**config.mk**
```make
export PLATFORM = sky130hd
export DESIGN_NAME = npc_trap_monitor
export DESIGN_NICKNAME = d
export VERILOG_FILES = /design/src/rtl/npc_sim_pkg.sv /design/src/rtl/npc_sat_counter.sv /design/src/rtl/npc_trap_monitor.sv
export SDC_FILE = /design/constraint.sdc
export NUM_CORES = 1
export LEC_CHECK = 0
export BUFFER_PORTS_ARGS = -buffer_cell sky130_fd_sc_hd__buf_2
export CAP_MARGIN = 20
export CORE_UTILIZATION = 54
export DETAILED_ROUTE_END_ITERATION = 8
export PLACE_DENSITY = 0.83
export SYNTH_ARGS = -nofsm -noshare
export SYNTH_HDL_FRONTEND = slang
export SYNTH_SLANG_ARGS = --single-unit
```
**constraint.sdc**
```tcl
create_clock -name clk -period 4.74 [get_ports clk]
set_clock_uncertainty 0.15 [all_clocks]
set_input_delay 0.237 -clock clk [delete_from_list [all_inputs] [get_ports clk]]
set_output_delay 0.237 -clock clk [all_outputs]
set_load 0.01 [all_outputs]
```
**src/rtl/npc_sim_pkg.sv**
```systemverilog
// Shared types and constants for the NPC simulation-top support blocks.
package npc_sim_pkg;

    typedef enum logic [2:0] {
        CAUSE_NONE    = 3'd0,
        CAUSE_EBREAK  = 3'd1,
        CAUSE_MMIO    = 3'd2,
        CAUSE_ILLEGAL = 3'd3,
        CAUSE_WDOG    = 3'd4
    } halt_cause_e;

    typedef enum logic [1:0] {
        ST_RUN    = 2'd0,
        ST_DRAIN  = 2'd1,
        ST_HALTED = 2'd2
    } state_e;

    localparam logic [31:0] INST_EBREAK   = 32'h0010_0073;
    localparam logic [31:0] INST_ECALL    = 32'h0000_0073;
    localparam logic [31:0] INST_ILL_ZERO = 32'h0000_0000;
    localparam logic [31:0] INST_ILL_ONES = 32'hFFFF_FFFF;

    // Bits needed to hold 0..n; never less than one so zero-valued parameters stay legal.
    function automatic int unsigned cnt_width(input int unsigned n);
        int unsigned w;
        w = $clog2(n + 1);
        return (w == 0) ? 1 : w;
    endfunction

endpackage

```
**src/rtl/npc_sat_counter.sv**
```systemverilog
// Up-counter that sticks at all-ones instead of wrapping.
module npc_sat_counter
    import npc_sim_pkg::*;
#(
    parameter int unsigned W = 64
) (
    input  logic         clk,
    input  logic         rst,
    input  logic         en,
    input  logic         clr,
    output logic [W-1:0] count
);

    logic [W-1:0] count_q;
    logic [W-1:0] count_d;

    // Next value: clear wins, otherwise step unless already saturated.
    always_comb begin
        count_d = count_q;
        if (clr) begin
            count_d = '0;
        end else if (en && (count_q != {W{1'b1}})) begin
            count_d = count_q + 1'b1;
        end
    end

    // Count register with synchronous active-low reset.
    always_ff @(posedge clk) begin
        if (!rst) begin
            count_q <= '0;
        end else begin
            count_q <= count_d;
        end
    end

    assign count = count_q;

endmodule

```
**src/rtl/npc_trap_monitor.sv**
```systemverilog
// Halt detector for the NPC simulation top: watches retires and stores, captures the
// first halt condition, gates the CPU and signals the halt to the sim top.
module npc_trap_monitor
    import npc_sim_pkg::*;
#(
    parameter int unsigned      XLEN          = 32,
    parameter int unsigned      CNT_W         = 64,
    parameter logic [XLEN-1:0]  EXIT_ADDR     = 32'ha000_0000,
    parameter int unsigned      WDOG_CYCLES   = 100000,
    parameter int unsigned      DRAIN_CYCLES  = 2,
    parameter bit               ILLEGAL_CHECK = 1'b1
) (
    input  logic              clk,
    input  logic              rst,
    input  logic              inst_valid,
    input  logic [31:0]       inst,
    input  logic [XLEN-1:0]   pc,
    input  logic [XLEN-1:0]   gpr_a0,
    input  logic              mem_wen,
    input  logic [XLEN-1:0]   mem_addr,
    input  logic [XLEN-1:0]   mem_wdata,
    output logic              run,
    output logic              halt_valid,
    output logic              halt_pulse,
    output logic [2:0]        halt_cause,
    output logic [XLEN-1:0]   exit_code,
    output logic [XLEN-1:0]   trap_pc,
    output logic [CNT_W-1:0]  cycle_cnt,
    output logic [CNT_W-1:0]  inst_cnt
);

    localparam int unsigned WDOG_W  = cnt_width(WDOG_CYCLES);
    localparam int unsigned DRAIN_W = cnt_width(DRAIN_CYCLES);

    // Terminal counts; only meaningful when the matching parameter is non-zero.
    localparam logic [WDOG_W-1:0]  WDOG_LAST  =
        (WDOG_CYCLES == 0) ? '0 : WDOG_W'(WDOG_CYCLES - 1);
    localparam logic [DRAIN_W-1:0] DRAIN_LAST =
        (DRAIN_CYCLES == 0) ? '0 : DRAIN_W'(DRAIN_CYCLES - 1);

    state_e              state_q, state_d;
    logic [WDOG_W-1:0]   wdog_q, wdog_d;
    logic [DRAIN_W-1:0]  drain_q, drain_d;
    logic [XLEN-1:0]     last_pc_q, last_pc_d;
    halt_cause_e         cause_q, cause_d;
    logic [XLEN-1:0]     exit_q, exit_d;
    logic [XLEN-1:0]     trap_pc_q, trap_pc_d;
    logic                pulse_q, pulse_d;

    logic in_run;
    logic ev_ebreak, ev_mmio, ev_illegal, ev_wdog;
    logic capture;

    assign in_run = (state_q == ST_RUN);

    // Halt conditions on the current-cycle inputs; only armed while running.
    always_comb begin
        ev_ebreak  = in_run && inst_valid && (inst == INST_EBREAK);
        ev_mmio    = in_run && mem_wen && (mem_addr == EXIT_ADDR);
        ev_illegal = in_run && ILLEGAL_CHECK && inst_valid &&
                     ((inst == INST_ILL_ZERO) || (inst == INST_ILL_ONES));
        ev_wdog    = in_run && (WDOG_CYCLES != 0) && !inst_valid && (wdog_q == WDOG_LAST);
        capture    = ev_ebreak || ev_mmio || ev_illegal || ev_wdog;
    end

    // Priority-resolve the winning event into the captured fields; otherwise hold.
    always_comb begin
        cause_d   = cause_q;
        exit_d    = exit_q;
        trap_pc_d = trap_pc_q;
        if (ev_ebreak) begin
            cause_d   = CAUSE_EBREAK;
            exit_d    = gpr_a0;
            trap_pc_d = pc;
        end else if (ev_mmio) begin
            cause_d   = CAUSE_MMIO;
            exit_d    = mem_wdata;
            trap_pc_d = inst_valid ? pc : last_pc_q;
        end else if (ev_illegal) begin
            cause_d   = CAUSE_ILLEGAL;
            exit_d    = XLEN'(inst);
            trap_pc_d = pc;
        end else if (ev_wdog) begin
            cause_d   = CAUSE_WDOG;
            exit_d    = {XLEN{1'b1}};
            trap_pc_d = last_pc_q;
        end
    end

    // Watchdog, last-retired PC and drain counter bookkeeping.
    always_comb begin
        wdog_d    = wdog_q;
        last_pc_d = last_pc_q;
        drain_d   = drain_q;
        if (in_run) begin
            drain_d = '0;
            if (inst_valid) begin
                wdog_d    = '0;
                last_pc_d = pc;
            end else if ((WDOG_CYCLES != 0) && (wdog_q != {WDOG_W{1'b1}})) begin
                wdog_d = wdog_q + 1'b1;
            end
        end else if (state_q == ST_DRAIN) begin
            drain_d = drain_q + 1'b1;
        end
    end

    // Next-state logic; HALTED only leaves through reset.
    always_comb begin
        state_d = state_q;
        unique case (state_q)
            ST_RUN: begin
                if (capture) begin
                    state_d = (DRAIN_CYCLES > 0) ? ST_DRAIN : ST_HALTED;
                end
            end
            ST_DRAIN: begin
                if (drain_q == DRAIN_LAST) begin
                    state_d = ST_HALTED;
                end
            end
            ST_HALTED: state_d = ST_HALTED;
            default:   state_d = ST_RUN;
        endcase
    end

    // Pulse is registered from the entry transition so it lines up with the first HALTED cycle.
    assign pulse_d = (state_d == ST_HALTED) && (state_q != ST_HALTED);

    // State and captured-field registers.
    always_ff @(posedge clk) begin
        if (!rst) begin
            state_q   <= ST_RUN;
            wdog_q    <= '0;
            drain_q   <= '0;
            last_pc_q <= '0;
            cause_q   <= CAUSE_NONE;
            exit_q    <= '0;
            trap_pc_q <= '0;
            pulse_q   <= 1'b0;
        end else begin
            state_q   <= state_d;
            wdog_q    <= wdog_d;
            drain_q   <= drain_d;
            last_pc_q <= last_pc_d;
            cause_q   <= cause_d;
            exit_q    <= exit_d;
            trap_pc_q <= trap_pc_d;
            pulse_q   <= pulse_d;
        end
    end

    // State-decoded outputs.
    always_comb begin
        run        = (state_q == ST_RUN);
        halt_valid = (state_q == ST_HALTED);
        halt_pulse = pulse_q;
    end

    assign halt_cause = cause_q;
    assign exit_code  = exit_q;
    assign trap_pc    = trap_pc_q;

    npc_sat_counter #(
        .W (CNT_W)
    ) u_cycle_cnt (
        .clk   (clk),
        .rst   (rst),
        .en    (in_run),
        .clr   (1'b0),
        .count (cycle_cnt)
    );

    npc_sat_counter #(
        .W (CNT_W)
    ) u_inst_cnt (
        .clk   (clk),
        .rst   (rst),
        .en    (in_run && inst_valid),
        .clr   (1'b0),
        .count (inst_cnt)
    );

endmodule
```
==> results.toml <==
[floorplanning]
die_x_um = 156
die_y_um = 156
start_util = 0.550
row_count = 56
die_area_um2 = 24500
core_um2 = 23400
ioPinCount = 362

[route]
via_per_inst = 6.22
antenna_left = 0
drt_iter0_drc = 1410
drcViolationCount = 0
wl_per_cell_um = 18.6
drt-total-wl_mm = 44.2
vias = 14700
first_pass_iters = 5

[setup_path]
slowest_stage = "nor4_1"
reg2reg_from = "state_q[1]"
slowest_delay_ns = 0.79
path_max_fanout = 32
cp_cell_sequence = "or2_1 -> nor4_1 -> nand3_2 -> buf_4 -> nor2_1 -> o21a_1 -> nor3_1 -> dlygate4sd3_1"
cp-end-kind = "flop"
crit_required_ns = 5.02
critPathLaunchType = "flop"
timing.setup.critical_path_class = "flop to flop"
path_buf_inv = 2
cp-startpoint = "state_q[1]"
critPathTopFamily = "simple AND/OR/NAND/NOR gates"
worstPathArrival_ns = 4.04

[sta]
setup_violations = 0
grt_setup_unrepaired = "no"
maxSlewHeadroom = 0.244
finalCritPeriodShare = 0.792
max_freq_mhz = 266
timing_hold_violations_final = 0
fin_crit_ns = 3.76
maxSlewViolCount = 0
worst_pin_slew_ns = 1.12
fin_setup_tns_ns = 0

[grt]
grt_usage = 0.345
first_global_vias = 13700
grt_max_degree = 95
grt-ovfl-total = 0
grt_pass1_wl_mm = 68.9
antenna_found_initial = 8

[placed_design]
dp_hpwl_mm = 27.3
gp_routability_congestion = 0.904
io_buffers = 361

[logic_synthesis]
yosysWarnings = 0
synth.area.top_cells = "dfxtp_1 (39%), a21oi_1 (6.2%), nand2_1 (4.9%), o21ai_0 (4.3%), o31ai_1 (3.8%)"
ys_seq_area_frac = 0.387
synth_top_area_share = 0.387
post-synth-top-count-cell = "dfxtp_1"
syn_area_um2 = 12900
yosys-top-cells-count = "dfxtp_1 (249), nand2_1 (168), a21oi_1 (159)"
synth_edf_count = 0
ys_ff_latch = 249
syn_nets = 1808
async_flop_share = 0
synth.avg_cell_area_um2 = 7.85
synthFlopType = "dfxtp_1"
synth_top_cell_by_area = "dfxtp_1"
syn_inst = 1639
synth_cell_types = 62

[power]
peakVddDrop_mv = 0.211
p_leak_nw = 6.68
finalPower_mw = 4.53
p_per_area_nw_per_um2 = 272

[clocking]
clk_pin_slew_ns = 0.06
cts_buffers = 27
cts_hold_buffers = 95
clock_latency_ns = 0.54
root_buffer = "clkbuf_16"
cts_buffer_depth = 3
ctsResizeCount = 0
htreeDepth = 1
cts_tree = "built"
post_cts_buffers = 0
clock-sinks = 249

[flow_run]
maxCapViolations = 0

[final_layout]
final_util = 0.711
syn_to_final_growth_pct = 29.2
drive_gt1_frac = 0.214
multi_input_area_um2 = 7340
nets = 2193
ff_latch_area_um2 = 4980
fillCellCount = 1819

[run_status]
status = "complete, no violations"

[worst_hold_path]
hp-class = "input port to flop"
min_from = "mem_wdata[1]"
-- cells in the final DEF (no fill, tap or decap), types with 5 or more instances in the layout --
cell           count
or3_1             43
nor2_1           120
nand4_1           60
or4_1             46
clkbuf_8           6
ha_1               5
nand2_1          168
nand4b_1           5
o21ai_0          111
and4_1            19
dlygate4sd3_1     95
o21a_1            60
a31oi_1           10
diode_2           10
o211ai_1           6
nor4_1            44
inv_1             18
xor2_1            12
and2_1            16
o31ai_1           66
clkbuf_1           7
buf_4             14
xnor2_1           21
buf_2            360
clkbuf_16         27
nand2b_1          21
nand3_1           62
a21oi_1          158
mux2i_1           42
dfxtp_1          249
and3_1            15
nor3_1            83
o2111ai_1          5
-- worst min-delay path: cells and delay by family --
family	cells	cell delay, ns
compound gates	3	0.37
buf+inv	1	0.09
-- routing by layer --
metal,vias up,part of all wire,global-route usage
met3,220,0.078,0.0626
li1,6852,-,-
met1,6874,0.38,0.404
met5,-,0,0
met4,0,0.065,0.219
met2,794,0.48,0.583
-- cell families after synthesis --
| family | after synthesis | synth area share |
|---|---|---|
| AOI/OAI and AO/OA | 446 | 0.209 |
| xor gates and xnor gates | 33 | 0.0225 |
| adders and majority gates | 5 | 0.00486 |
| buffers and inverters | 137 | 0.0456 |
| DFF | 249 | 0.387 |
| muxes | 42 | 0.0327 |
| and+or+nand+nor | 727 | 0.298 |
-- registers in the layout, indices dropped and copies added, names as in the netlist --
name / count
halt_cause: 3
u_inst_cnt.count: 64
trap_pc: 32
wdog_q: 17
last_pc_q: 32
halt_pulse: 1
u_cycle_cnt.count: 64
drain_q: 2
state_q: 2
exit_code: 32
-- final cells by class --
class,instances,share of cell area
diodes,10,0.00150
repair buffers,473,0.176
well taps,319,0.0240
clock buffers,40,0.0472
flip-flops and latches,249,0.300
inverters,20,0.00466
multi-input cells,1253,0.441
clock inverters,7,0.00534
-- power by group --
part           switching, mW  leakage, nW  total [mW]  internal [mW]
Clock                  0.875        0.433        2.12           1.25
Combinational          0.154         4.24       0.282          0.128
Sequential            0.0172         2.01        2.13           2.11
-- worst paths after layout --
path,end,slack [ns],cells after the start
worst max register to register,exit_code[8],0.98,8
worst min register to register,last_pc_q[28],0.31,2
worst min-delay path,exit_code[1],0.05,4
worst max-delay path,exit_code[8],0.98,8
-- through the flow --
step           std cells  hold slack [ns]  area [um^2]  setup WS, ns
2_1_floorplan       1639            0.223        12900          1.99
3_3_place_gp        2216            0.293        14700          1.07
3_5_place_dp        2216            0.301        14700         0.994
4_1_cts             2358           0.0464        16600         0.462
5_1_grt             2369           0.0799        16600         0.797
6_report            2371           0.0487        16600         0.984
Note: power is estimated with default switching activity, not from simulation.
